`config.mk`:
```
export PLATFORM = sky130hd
export DESIGN_NAME = vc_pop_arbiter
export DESIGN_NICKNAME = d
export VERILOG_FILES = /design/src/rtl/vc_pop_arbiter.sv
export SDC_FILE = /design/constraint.sdc
export NUM_CORES = 1
export LEC_CHECK = 0
export ABC_AREA = 1
export CORE_ASPECT_RATIO = 1.2
export CORE_MARGIN = 2
export CORE_UTILIZATION = 53
export DETAILED_ROUTE_END_ITERATION = 10
export GPL_TIMING_DRIVEN = 0
export HOLD_SLACK_MARGIN = 0.15
export PLACE_DENSITY = 0.9
export SYNTH_ARGS = -nofsm -noshare
export SYNTH_HDL_FRONTEND = slang
export SYNTH_SLANG_ARGS = --single-unit
```
`constraint.sdc`:
```
create_clock -name clk -period 3.4 [get_ports clk]
set_input_delay 0.34 -clock clk [delete_from_list [all_inputs] [get_ports clk]]
set_output_delay 0.34 -clock clk [all_outputs]
set_load 0.1 [all_outputs]
```
`src/rtl/vc_pop_arbiter.sv`:
```
// Round-robin pop scheduler for four virtual-channel FIFOs with downstream backpressure,
// a two-stage forward path and per-channel pop counters readable through select/request.
module vc_pop_arbiter #(
  parameter int DATA_WIDTH = 10,
  parameter int CNT_WIDTH  = 5
) (
  input  logic                  clk,
  input  logic                  reset_L,
  input  logic                  empty0,
  input  logic                  empty1,
  input  logic                  empty2,
  input  logic                  empty3,
  input  logic [DATA_WIDTH-1:0] data_in0,
  input  logic [DATA_WIDTH-1:0] data_in1,
  input  logic [DATA_WIDTH-1:0] data_in2,
  input  logic [DATA_WIDTH-1:0] data_in3,
  input  logic                  almost_full,
  output logic                  pop0,
  output logic                  pop1,
  output logic                  pop2,
  output logic                  pop3,
  output logic [DATA_WIDTH-1:0] data_out,
  output logic                  valid_out,
  input  logic [1:0]            select,
  input  logic                  request,
  output logic [CNT_WIDTH-1:0]  contador,
  output logic                  valid,
  output logic                  idle
);

  typedef enum logic [1:0] {
    ST_IDLE   = 2'd0,
    ST_ACTIVE = 2'd1,
    ST_STALL  = 2'd2
  } state_t;

  state_t                r_state;
  state_t                w_next_state;
  logic                  r_idle;
  logic [1:0]            r_ptr;
  logic [3:0]            w_empty;
  logic                  w_any;
  logic                  w_grant;
  logic [1:0]            w_grant_idx;
  logic [3:0]            w_pop;
  logic                  r_pend;
  logic [1:0]            r_pend_idx;
  logic [DATA_WIDTH-1:0] r_data_out;
  logic                  r_valid_out;
  logic [CNT_WIDTH-1:0]  r_cnt [4];
  logic [CNT_WIDTH-1:0]  r_contador;
  logic                  r_valid;
  logic [DATA_WIDTH-1:0] w_din [4];

  assign w_empty  = {empty3, empty2, empty1, empty0};
  assign w_any    = ~&w_empty;
  assign w_din[0] = data_in0;
  assign w_din[1] = data_in1;
  assign w_din[2] = data_in2;
  assign w_din[3] = data_in3;

  always_comb begin
    // NOTE: every always_comb output gets a default first so no path infers a latch.
    w_next_state = r_state;
    case (r_state)
      ST_IDLE:   if (w_any) w_next_state = almost_full ? ST_STALL : ST_ACTIVE;
      ST_ACTIVE: begin
        if (almost_full)  w_next_state = ST_STALL;
        else if (!w_any)  w_next_state = ST_IDLE;
      end
      ST_STALL:  if (!almost_full) w_next_state = w_any ? ST_ACTIVE : ST_IDLE;
      default:   w_next_state = ST_IDLE;
    endcase
  end

  always_comb begin
    w_grant     = 1'b0;
    w_grant_idx = r_ptr;
    if (r_state == ST_ACTIVE && !almost_full) begin
      // Scan farthest-first so the non-empty channel closest to r_ptr wins.
      for (int i = 3; i >= 0; i--) begin
        if (!w_empty[r_ptr + 2'(i)]) begin
          w_grant     = 1'b1;
          w_grant_idx = r_ptr + 2'(i);
        end
      end
    end
  end

  assign w_pop = w_grant ? (4'b0001 << w_grant_idx) : 4'b0000;
  assign {pop3, pop2, pop1, pop0} = w_pop;

  // NOTE: sequential state uses non-blocking assignments so every register samples pre-edge values.
  always_ff @(posedge clk or posedge reset_L) begin
    if (reset_L) begin
      r_state <= ST_IDLE;
      r_idle  <= 1'b1;
    end else begin
      r_state <= w_next_state;
      r_idle  <= (w_next_state == ST_IDLE);
    end
  end

  // A pop in cycle T returns data in T+1; it is captured at the end of T+1.
  always_ff @(posedge clk or posedge reset_L) begin
    if (reset_L) begin
      r_ptr       <= 2'd0;
      r_pend      <= 1'b0;
      r_pend_idx  <= 2'd0;
      r_data_out  <= '0;
      r_valid_out <= 1'b0;
    end else begin
      if (w_grant) r_ptr <= w_grant_idx + 2'd1;
      r_pend      <= w_grant;
      r_pend_idx  <= w_grant_idx;
      r_valid_out <= r_pend;
      if (r_pend) r_data_out <= w_din[r_pend_idx];
    end
  end

  // NOTE: the counter array is reset explicitly; software expects zero counts after reset.
  always_ff @(posedge clk or posedge reset_L) begin
    if (reset_L) begin
      for (int i = 0; i < 4; i++) r_cnt[i] <= '0;
      r_contador <= '0;
      r_valid    <= 1'b0;
    end else begin
      for (int i = 0; i < 4; i++) begin
        if (w_pop[i]) r_cnt[i] <= r_cnt[i] + 1'b1;
      end
      r_valid <= request;
      if (request) r_contador <= r_cnt[select];
    end
  end

  assign data_out  = r_data_out;
  assign valid_out = r_valid_out;
  assign contador  = r_contador;
  assign valid     = r_valid;
  assign idle      = r_idle;

endmodule

```
# Word level (Yosys, flattened, before mapping)
# Cells that the tools add are included.
[classes] n_addsub=8 mul=0 div=0 order_cmp=6 eq_ne=2 shift=1 n_mux=32 n_bitwise=2 n_reduce_logical=5
[op_table] cell="5-bit by 1-bit adder with 5-bit output, second input constant" count=4
[op_table] cell="10-bit binary-select mux with 2-bit select" count=1
[op_table] cell="10-bit 2-to-1 mux" count=2
[op_table] cell="2-bit 2-to-1 mux" count=10
[op_table] cell="2-bit by 3-bit < comparator with 1-bit output, second input constant" count=4
[op_table] cell="5-bit binary-select mux with 2-bit select" count=1
[op_table] cell="1-bit 2-to-1 mux" count=10
[op_table] cell="5-bit 2-to-1 mux" count=2
[op_table] cell="1-bit binary-select mux with 2-bit select" count=4
[op_table] cell="3-bit greater-or-equal comparator, second input constant" count=2
[op_table] cell="2-bit inverter with 3-bit output" count=2
[op_table] cell="2-bit one-hot mux with 3 select lines" count=1
[op_table] cell="2-bit by 1-bit adder with 2-bit output, second input constant" count=2
[op_table] cell="2-bit adder, second input constant" count=2
[op_table] cell="2-bit zero test" count=2
[op_table] cell="4-bit 2-to-1 mux" count=1
[op_table] cell="4-bit AND reduction" count=1
[op_table] cell="1-bit by 2-bit << shifter with 4-bit output, first input constant" count=1
[op_table] cell="2-bit by 1-bit == test with 1-bit output, second input constant" count=1
[op_table] cell="2-bit == test, second input constant" count=1
[op_table] cell="1-bit logical AND" count=1
[op_table] cell="1-bit zero test" count=1
[totals] register_bits=45 latchBits=0 ram_bits=0 romBits=0 out_inout_bits=22 memories=0

# Depth between registers and ports, before layout
# Gate-level depths: netlist of run 1.
[depth] word_depth=10 ltp_mapped=13

# Worst setup path before layout of run 1
# OpenSTA, ideal clock, no wires.
[synth_timing] kind="register to output" start="reg r_ptr[0]" end="out pop0" arrival_time_ns=2.526 slack_ns=0.534 stages_incl_launch_ff=12 n_path_buf=2 path_cell_list="dfrtp_1 buf_4 nand2_1 nand2_2 nand2_1 nand3_1 nand3_2 nand2_2 nand2_2 nand2_4 buf_6 nor2_1"
[synth_between] elab_chain_cells=10 word_cells_on_any_way=23 classes_between="add/sub (3); shift (1); mux (19)"
[synth_rtl] item="from (decl)" line_no="40" source="logic [1:0] r_ptr;"
[synth_rtl] item="from (signal assigned)" line_no="113" source="if (w_grant) r_ptr <= w_grant_idx + 2'd1;"
[synth_rtl] item="2-bit adder" line_no="82, 84"
[synth_rtl] item="1-bit binary-select mux with 2-bit select" line_no="82" source="if (!w_empty[r_ptr + 2'(i)]) begin"
[synth_rtl] item="1-bit 2-to-1 mux (implied by the code)" line_no="82"
[synth_rtl] item="2-bit 2-to-1 mux (3 in series)" line_no="82"
[synth_rtl] item="2-bit 2-to-1 mux *" line_no="82"
[synth_rtl] item="2-bit 2-to-1 mux *" line_no="79" source="if (r_state == ST_ACTIVE && !almost_full) begin"
[synth_rtl] item="via w_grant_idx[1]" line_no="44" source="logic [1:0] w_grant_idx;"
[synth_rtl] item="1-bit by 2-bit << shifter with 4-bit output *" line_no="90" source="assign w_pop = w_grant ? (4'b0001 << w_grant_idx) : 4'b0000;"
[synth_rtl] item="4-bit 2-to-1 mux *" line_no="90"
[synth_rtl] item="to (decl)" line_no="18" source="output logic pop0,"
# The timed path passes the listed nets; every way through them passes the cells marked *. The select of a mux whose other input is x is not followed.

# Final worst setup path of run 1
[layout_timing] start="reg r_ptr[1]" end="out pop2"
[layout_between] elab_chain_cells=10 word_cells_on_any_way=23 classes_between="add/sub (3); shift (1); mux (19)"
[layout_rtl] item="2-bit adder" line_no="82, 84"
[layout_rtl] item="1-bit binary-select mux with 2-bit select" line_no="82"
[layout_rtl] item="1-bit 2-to-1 mux (implied by the code)" line_no="82"
[layout_rtl] item="2-bit 2-to-1 mux (4 in series)" line_no="82"
[layout_rtl] item="2-bit 2-to-1 mux" line_no="79"
[layout_rtl] item="1-bit by 2-bit << shifter with 4-bit output" line_no="90"
[layout_rtl] item="4-bit 2-to-1 mux *" line_no="90"
[layout_rtl] item="to (decl)" line_no="20" source="output logic pop2,"
# Mark *: on every way between the ends. The rest lies on a longest branch, timed or not. The select of a mux whose other input is x is not followed.

==> results_dict.tcl, run 1 <==
set metrics [dict create \
    cts_tree "yes" \
    cp_slowest_cell "dlygate4sd2_1" \
    areaGrowthSynthToFinish_pct 33.9 \
    timing.fmax_mhz 320 \
    grt_use_total_pct 26.0 \
    core_area_um2 4940 \
    cts.sinks 45 \
    die_h_um 82.7 \
    h-tree-depth 2 \
    period_needed_ps 3130 \
    gp_congestion 0.868 \
    worst_hold_path_type "primary input to asynchronous set/reset pin" \
    rr_worst_depth 12 \
    timing.rr.end "r_cnt[5]" \
    holdBufCountCts 0 \
    endpoint_kind "output port" \
    setup_violations 0 \
    row_count 28 \
    crit_family "buffers and inverters" \
    critPathArrivalTime_ps 2790 \
    tightest_slew_ps 992 \
    hpwl_um 5420 \
    antenna_found_initial 0 \
    critical_path_buf_inv_count 3 \
    die_area_um2 5750 \
    cp_cell_sequence "inv_2 > nand2_1 > nand2_1 > nand2_1 > nand2_2 > nand3_2 > nand2_2 > nand2_2 > nand2_4 > nand3_2 > inv_1 > dlygate4sd2_1" \
    dr.pass1.iters 5 \
    ff2ff_setup_slack_ps 1590 \
    min_period_over_period_pct 91.9 \
    path_clk_slew_ps 80 \
    finalSetupTns_ps 0 \
    initial_core_util_pct 55.4 \
    cts_buffer_depth 2 \
    synthCells 366 \
    n_antenna_cell 0 \
    cts_made_buffers 5 \
    final_util_pct 74.2 \
    vias_per_cell 5.56 \
    relSlewSlack_pct 33.7 \
    p_leak_nw 1.79 \
    grt_first_pass_wirelength_um 11900 \
    grt_max_degree 44 \
    yosys_warnings 0 \
    status "finished clean" \
    ant_nets 0 \
    slew_violations 0 \
    syn_nets 420 \
    ys_seq_elements 45 \
    crit_fanout 10 \
    required_ps 3060 \
    drc_errors 0 \
    routedWlPerCell_um 14.6 \
    rsz0062_at_grt "false" \
    numPortBuffers 71 \
    syn_area_um2 2740 \
    final_common_cell "nand2_1" \
    routed-via-count 2814 \
    avgSynthCellArea_um2 7.47 \
    synth_cell_type_count 32 \
    path_class "flip-flop to output port" \
    clock_latency_ps 300 \
    drtIter0Drc 187 \
    fin_total_pwr_mw 3.10 \
    maxCapViolCount 0 \
    final_nets 499 \
    routed_wl_um 7370 \
    drive_above_1_share_pct 7.85 \
    globalRouteOverflowTotal 0 \
    start_kind "flip-flop" \
    hold_viol 0 \
    dieWidth_um 69.6 \
    grt_pass1_vias 2606 \
    fin_skew_ps 5.24 \
    root_buffer "clkbuf_8" \
    power_density_nw_per_um2 845 \
    slowest_delay_ps 850 \
    ios 72 \
    rr_startpoint "r_ptr[1]" \
    worst_ir_drop_vdd_mv 0.448 \
    mostFrequentLayoutCells "nand2_1, clkdlybuf4s50_1, nor2_1" \
    seq_area_frac_synth_pct 41.2 \
]
-- per-stage QoR --
stage	hold WS, ps	instances	instance area, µm²	worst slack (ps)
final	212	506	3660	274
after global routing	213	506	3660	103
after CTS	207	506	3660	6.24
after detailed placement	381	498	3540	14.5
after global placement	380	497	3520	45.0
after floorplan	370	366	2740	534
-- cell usage after synthesis (all sizes together) --
| master | count | area share (%) |
|---|---|---|
| xor2 | 10 | 3.2 |
| xnor2 | 2 | 0.64 |
| inv | 32 | 4.5 |
| nand4 | 16 | 3.7 |
| o21ai | 32 | 5.9 |
| dfstp | 1 | 0.96 |
| nand2 | 85 | 13 |
| clkbuf | 8 | 1.1 |
| buf | 7 | 1.9 |
| nor3 | 1 | 0.18 |
| o21bai | 5 | 1.4 |
| dfrtp | 44 | 40 |
| clkinv | 2 | 0.27 |
| a21oi | 9 | 2.1 |
| a31oi | 15 | 3.4 |
| nor3b | 1 | 0.27 |
| ha | 4 | 1.8 |
| o211ai | 1 | 0.27 |
| nor2 | 68 | 10 |
| nand3 | 23 | 5.2 |
-- flip-flops by register name, indices dropped and copies added (netlist names) --
register / count
contador: 5
r_cnt: 20
valid: 1
r_state: 2
r_pend_idx: 2
r_pend: 1
data_out: 10
idle: 1
valid_out: 1
r_ptr: 2
-- where the power goes --
part | leakage [nW] | switching, mW | internal, mW
logic | 1.18 | 1.30 | 0.526
clock network | 0.0585 | 0.183 | 0.240
registers | 0.553 | 0.142 | 0.705
total | 1.79 | 1.62 | 1.47
-- per-layer routing --
| layer | global-route usage (%) | vias up | wire, µm |
|---|---|---|---|
| met1 | 31.4 | 1321 | 3090 |
| met5 | 0 | - | 0 |
| li1 | - | 1357 | - |
| met3 | 4.98 | 12 | 550 |
| met4 | 9.61 | 0 | 119 |
| met2 | 46.6 | 124 | 3610 |
-- worst max path at each step --
stage | startpoint | to | slack (ps) | cells after the start
after global routing | almost_full | pop2 | 100 | 8
after detailed placement | almost_full | pop3 | 10 | 11
final | r_ptr[1] | pop2 | 270 | 12
after global placement | almost_full | pop1 | 40 | 11
after floorplan | r_ptr[0] | pop0 | 530 | 11
after CTS | almost_full | pop3 | 6 | 11
-- worst reg2reg max path, stage by stage (launching register included) --
cell,delay (ps)
dfrtp_1,480
inv_2,140
nand2_1,60
nand2_1,110
nand2_1,70
nand2_2,100
nand3_2,80
nand2_2,100
nand2_2,70
nand2_4,150
nand3_2,200
nand2_1,110
nand2_1,50
-- kinds of logic (layout without fill, tap and decap cells) --
| logic type | after synthesis | count (layout) | share of synthesized area, % |
|---|---|---|---|
| xor gates and xnor gates | 12 | 12 | 3.84 |
| buffers and inverters | 49 | 129 | 7.73 |
| adders and majority gates | 4 | 4 | 1.83 |
| and+or+nand+nor | 194 | 194 | 32.4 |
| DFF | 45 | 45 | 41.2 |
| AOI/OAI and AO/OA | 62 | 62 | 13.0 |
-- final cells by class --
class / instances / area [µm²]
multi-input cells: 272 / 1400
fillers: 368 / 1280
flip-flops and latches: 45 / 1130
repair buffers: 72 / 737
inverters: 34 / 130
clock buffers: 7 / 86.3
plain buffers: 15 / 81.3
well taps: 60 / 75.1
clock inverters: 1 / 30.0
-- what timing repair did --
action,CTS,global route
hold endpoints to repair,0,0
resized for setup,1,3
gates cloned,0,0
endpoints found under the setup margin,1,3
pin swaps,0,0
setup buffers,0,0
Power figures use the tool's default switching activity.
==> run 2, diff against run 1 <==
CELL_PAD_IN_SITES_DETAIL_PLACEMENT = 1   (was default)
CELL_PAD_IN_SITES_GLOBAL_PLACEMENT = 2   (was default)
CORE_UTILIZATION = 29   (was 53)
PLACE_DENSITY = 0.89   (was 0.9)
TNS_END_PERCENT = 30   (was default)
==> run 2 against run 1 <==
Net effect:
- total power is 0.32% lower
- clock-buffer cell count shrank 2
- first-iteration DRC count is 49% lower
- sequential power up 0.5%
- clock skew up 0.66 ps
- largest power group unchanged
==> results_dict.tcl, run 2 (synthesized netlist as in run 1, its figures left out) <==
set metrics [dict create \
    slew_violations 0 \
    worst_hold_path_type "primary input to asynchronous set/reset pin" \
    ant_nets 0 \
    dieWidth_um 92.7 \
    path_clk_slew_ps 90 \
    required_ps 3060 \
    n_antenna_cell 0 \
    h-tree-depth 2 \
    grt_pass1_vias 2894 \
    drive_above_1_share_pct 7.87 \
    cts_made_buffers 5 \
    grt_max_degree 32 \
    grt_use_total_pct 17.3 \
    gp_congestion 0.803 \
    endpoint_kind "output port" \
    cp_cell_sequence "clkdlybuf4s50_1 > nor3_1 > nand2_1 > nor2_2 > nand3_1 > nand2_1 > nand2_4 > nor2_8 > nand2_4 > inv_1 > dlygate4sd2_1" \
    hold_viol 0 \
    slowest_delay_ps 840 \
    start_kind "primary input" \
    final_nets 499 \
    initial_core_util_pct 30.0 \
    regArea_um2 1130 \
    power_density_nw_per_um2 831 \
    row_count 38 \
    crit_fanout 7 \
    placed_cells 558 \
    top_register "r_cnt" \
    globalRouteOverflowTotal 0 \
    period_needed_ps 3140 \
    setup_violations 0 \
    critPathArrivalTime_ps 2800 \
    clock_latency_ps 300 \
    vias_per_cell 4.81 \
    cts.sinks 45 \
    fin_skew_ps 5.91 \
    grt_first_pass_wirelength_um 13900 \
    die_area_um2 10200 \
    cts_buffer_depth 2 \
    routed-via-count 2718 \
    numPortBuffers 71 \
    timing.fmax_mhz 319 \
    hpwl_um 6400 \
    fin_total_pwr_mw 3.09 \
    drtIter0Drc 95 \
    dr.pass1.iters 4 \
    p_leak_nw 1.75 \
    status "finished clean" \
    ios 72 \
    antenna_found_initial 0 \
    core_area_um2 9130 \
    tightest_slew_ps 996 \
    fin_cells 565 \
    routed_wl_um 8380 \
    root_buffer "clkbuf_8" \
    relSlewSlack_pct 33.4 \
    cp_slowest_cell "dlygate4sd2_1" \
    drc_errors 0 \
    rsz0062_at_grt "false" \
    die_h_um 110 \
    fillers 1152 \
    mostFrequentLayoutCells "nand2_1, clkdlybuf4s50_1, nor2_1" \
    path_class "primary input to output port" \
    largest_reg_flops 20 \
    worst_ir_drop_vdd_mv 0.274 \
    min_period_over_period_pct 92.3 \
    multiInputGateArea_um2 1400 \
    cts_tree "yes" \
    areaGrowthSynthToFinish_pct 35.8 \
    holdBufCountCts 0 \
    routedWlPerCell_um 14.8 \
    final_common_cell "nand2_1" \
    maxCapViolCount 0 \
]
[run 2: cell types whose count changed in the layout (fill, tap and decap cells not counted)]
cell | previous run | this run
clkbuf_8 | 6 | 5
clkbuf_1 | 9 | 8
clkinv_2 | 0 | 1
dlygate4sd2_1 | 1 | 4
dlymetal6s2s_1 | 3 | 0
[run 2: stage by stage]
stage / utilization, % / hold WS [ps] / setup TNS, ps / cell area, µm² / setup WS (ps)
detailed placement: 39.6 / 390 / -64.5 / 3620 / -43.0
floorplan: - / 370 / 0 / 2740 / 534
CTS: 40.7 / 328 / 0 / 3710 / 228
global placement: 39.4 / 385 / -116 / 3600 / -34.1
finish: 40.7 / 319 / 0 / 3710 / 263
global route: 40.7 / 358 / 0 / 3710 / 47.2
[run 2: final timing paths]
kind / from / endpoint / slack, ps / depth (start not counted)
min in group clk: r_pend / valid_out / 400 / 0
max in group asynchronous: reset_L / idle / 2540 / 3
setup reg to reg: r_ptr[0] / r_cnt[19] / 1610 / 12
hold reg to reg: r_pend / valid_out / 400 / 0
setup / recovery: almost_full / pop1 / 260 / 11
hold / removal: reset_L / data_out[2] / 320 / 2
[run 2: timing repair]
item	CTS	global route
setup endpoints to repair	4	0
gates resized for setup	4	0
setup buffers	0	0
[run 2: final cells by class]
type | instances | area share, %
Sequential cell | 45 | 30.3
Multi-Input combinational cell | 272 | 37.6
Clock buffer | 5 | 1.85
Timing Repair Buffer | 72 | 19.5
Tap cell | 120 | 4.04
Inverter | 34 | 3.50
Buffer | 15 | 2.19
Clock inverter | 2 | 0.943
[run 2: layer usage]
metal	vias up	track usage, %	wire, µm
met5	-	0	0
met4	0	4.73	100
met3	7	2.24	344
met2	64	32.4	4260
met1	1296	20.8	3680
li1	1351	-	-
[run 2: power by group]
group / internal, mW / leakage (nW) / switching [mW] / total, mW
Sequential: 0.705 / 0.553 / 0.146 / 0.851
Clock: 0.214 / 0.0540 / 0.188 / 0.402
Combinational: 0.526 / 1.14 / 1.31 / 1.83
[run 2: critical path, delay by kind of cell]
kind,cells,cell delay [ps]
buffers and inverters,3,1360
and+or+nand+nor,8,1100
==> run 3, diff against run 2 <==
CORE_ASPECT_RATIO = default   (was 1.2)
CTS_BUF_LIST = sky130_fd_sc_hd__clkbuf_4 sky130_fd_sc_hd__clkbuf_8 sky130_fd_sc_hd__clkbuf_16   (was default)
==> run 3 against run 2 <==
Net effect:
- flip-flop and latch count did not move
- core utilization fell by 0.24 points
- fmax fell by 0.13%
- via count fell by 0.85%
- clock skew fell by 1.7 ps
- global-route usage rose by 0.056 points
- sequential share of layout area barely moved
- design area rose by 0.13%
- clock power rose by 8.2%
==> results_dict.tcl, run 3 (synthesized netlist as in run 1, its figures left out) <==
set metrics [dict create \
    cts.sinks 45 \
    rsz0062_at_grt "false" \
    fin_total_pwr_mw 3.12 \
    hold_viol 0 \
    gp_congestion 0.798 \
    dr.pass1.iters 4 \
    period_needed_ps 3140 \
    maxCapViolCount 0 \
    timing.fmax_mhz 318 \
    drive_above_1_share_pct 8.07 \
    path_clk_slew_ps 90 \
    fin_skew_ps 4.18 \
    cts_buffer_depth 2 \
    worst_hold_path_type "primary input to asynchronous set/reset pin" \
    crit_fanout 10 \
    mostFrequentLayoutCells "nand2_1, clkdlybuf4s50_1, nor2_1" \
    power_density_nw_per_um2 840 \
    min_period_over_period_pct 92.4 \
    relSlewSlack_pct 32.5 \
    row_count 35 \
    die_area_um2 10200 \
    status "finished clean" \
    grt_first_pass_wirelength_um 14000 \
    antenna_found_initial 0 \
    globalRouteOverflowTotal 0 \
    h-tree-depth 2 \
    hpwl_um 6430 \
    cp_slowest_cell "dlygate4sd2_1" \
    tightest_slew_ps 1010 \
    initial_core_util_pct 29.7 \
    whs_ps 307 \
    p_leak_nw 1.75 \
    final_area_um2 3720 \
    areaGrowthSynthToFinish_pct 36.0 \
    ios 72 \
    dieWidth_um 101 \
    grt_pass1_vias 2783 \
    start_kind "flip-flop" \
    largest_reg_flops 20 \
    routedWlPerCell_um 15.2 \
    holdBufCountCts 0 \
    slowest_delay_ps 860 \
    endpoint_kind "output port" \
    path_class "flip-flop to output port" \
    cp_cell_sequence "inv_2 > nand2_1 > nand2_1 > nand2_1 > nand2_2 > nand3_2 > nand2_2 > nand2_2 > nand2_4 > nand3_2 > inv_1 > dlygate4sd2_1" \
    fillers 1123 \
    core_area_um2 9200 \
    cts_made_buffers 5 \
    dpl_cell_area_um2 3600 \
    cts_tree "yes" \
    slew_violations 0 \
    placed_cells 549 \
    critPathArrivalTime_ps 2800 \
    vias_per_cell 4.84 \
    required_ps 3060 \
    fin_cells 557 \
    routed-via-count 2695 \
    final_common_cell "nand2_1" \
    ant_nets 0 \
    final_nets 499 \
    worst_ir_drop_vdd_mv 0.274 \
    top_register "r_cnt" \
    drtIter0Drc 105 \
    n_antenna_cell 0 \
    root_buffer "clkbuf_8" \
    routed_wl_um 8480 \
    clock_latency_ps 300 \
    die_h_um 101 \
    drc_errors 0 \
    numPortBuffers 71 \
    grt_use_total_pct 17.3 \
    grt_max_degree 36 \
    setup_violations 0 \
]
[run 3: area by class of cell]
type	count	area [µm²]	area share [%]
multi-input cells	272	1400	37.5
flip-flops and latches	45	1130	30.3
repair buffers	72	726	19.5
well taps	111	139	3.73
inverters	34	130	3.50
clock buffers	7	90.1	2.42
plain buffers	15	81.3	2.19
clock inverters	1	30.0	0.807
[run 3: where the power goes]
part | switching [mW] | internal [mW] | leakage, nW
logic | 1.31 | 0.525 | 1.14
clock network | 0.187 | 0.248 | 0.0619
registers | 0.149 | 0.705 | 0.553
[run 3: worst paths after layout]
kind | startpoint | to | slack [ps] | cells after the start
hold reg to reg | r_pend | valid_out | 410 | 0
min in group clk | r_pend | valid_out | 410 | 0
hold / removal | reset_L | data_out[2] | 310 | 2
setup / recovery | r_ptr[1] | pop2 | 260 | 12
setup reg to reg | r_ptr[1] | r_cnt[8] | 1590 | 12
max in group asynchronous | reset_L | r_cnt[9] | 2630 | 3
[run 3: through the flow]
step	util [%]	setup slack, ps	setup TNS [ps]
after global routing	40.4	34.9	0
after floorplan	-	534	0
final	40.4	259	0
after CTS	40.4	225	0
after detailed placement	39.2	-37.9	-94.3
after global placement	39.0	-13.9	-13.9
[run 3: critical path: cells and delay by family (launching register included)]
kind	cells	cell delay [ps]
buffers and inverters	3	1090
flip-flops	1	480
AND/OR/NAND/NOR	9	940
[run 3: per-layer routing]
metal / vias up / track usage, % / routed length, µm
met4: 0 / 4.05 / 78
met2: 69 / 30.1 / 3970
met5: - / 0 / 0
met3: 5 / 2.50 / 350
li1: 1357 / - / -
met1: 1264 / 22.8 / 4080
[run 3: what timing repair did]
item / 4_1_cts / 5_1_grt
gates resized for setup: 4 / 0
endpoints found under the setup margin: 4 / 0
setup buffers: 0 / 0
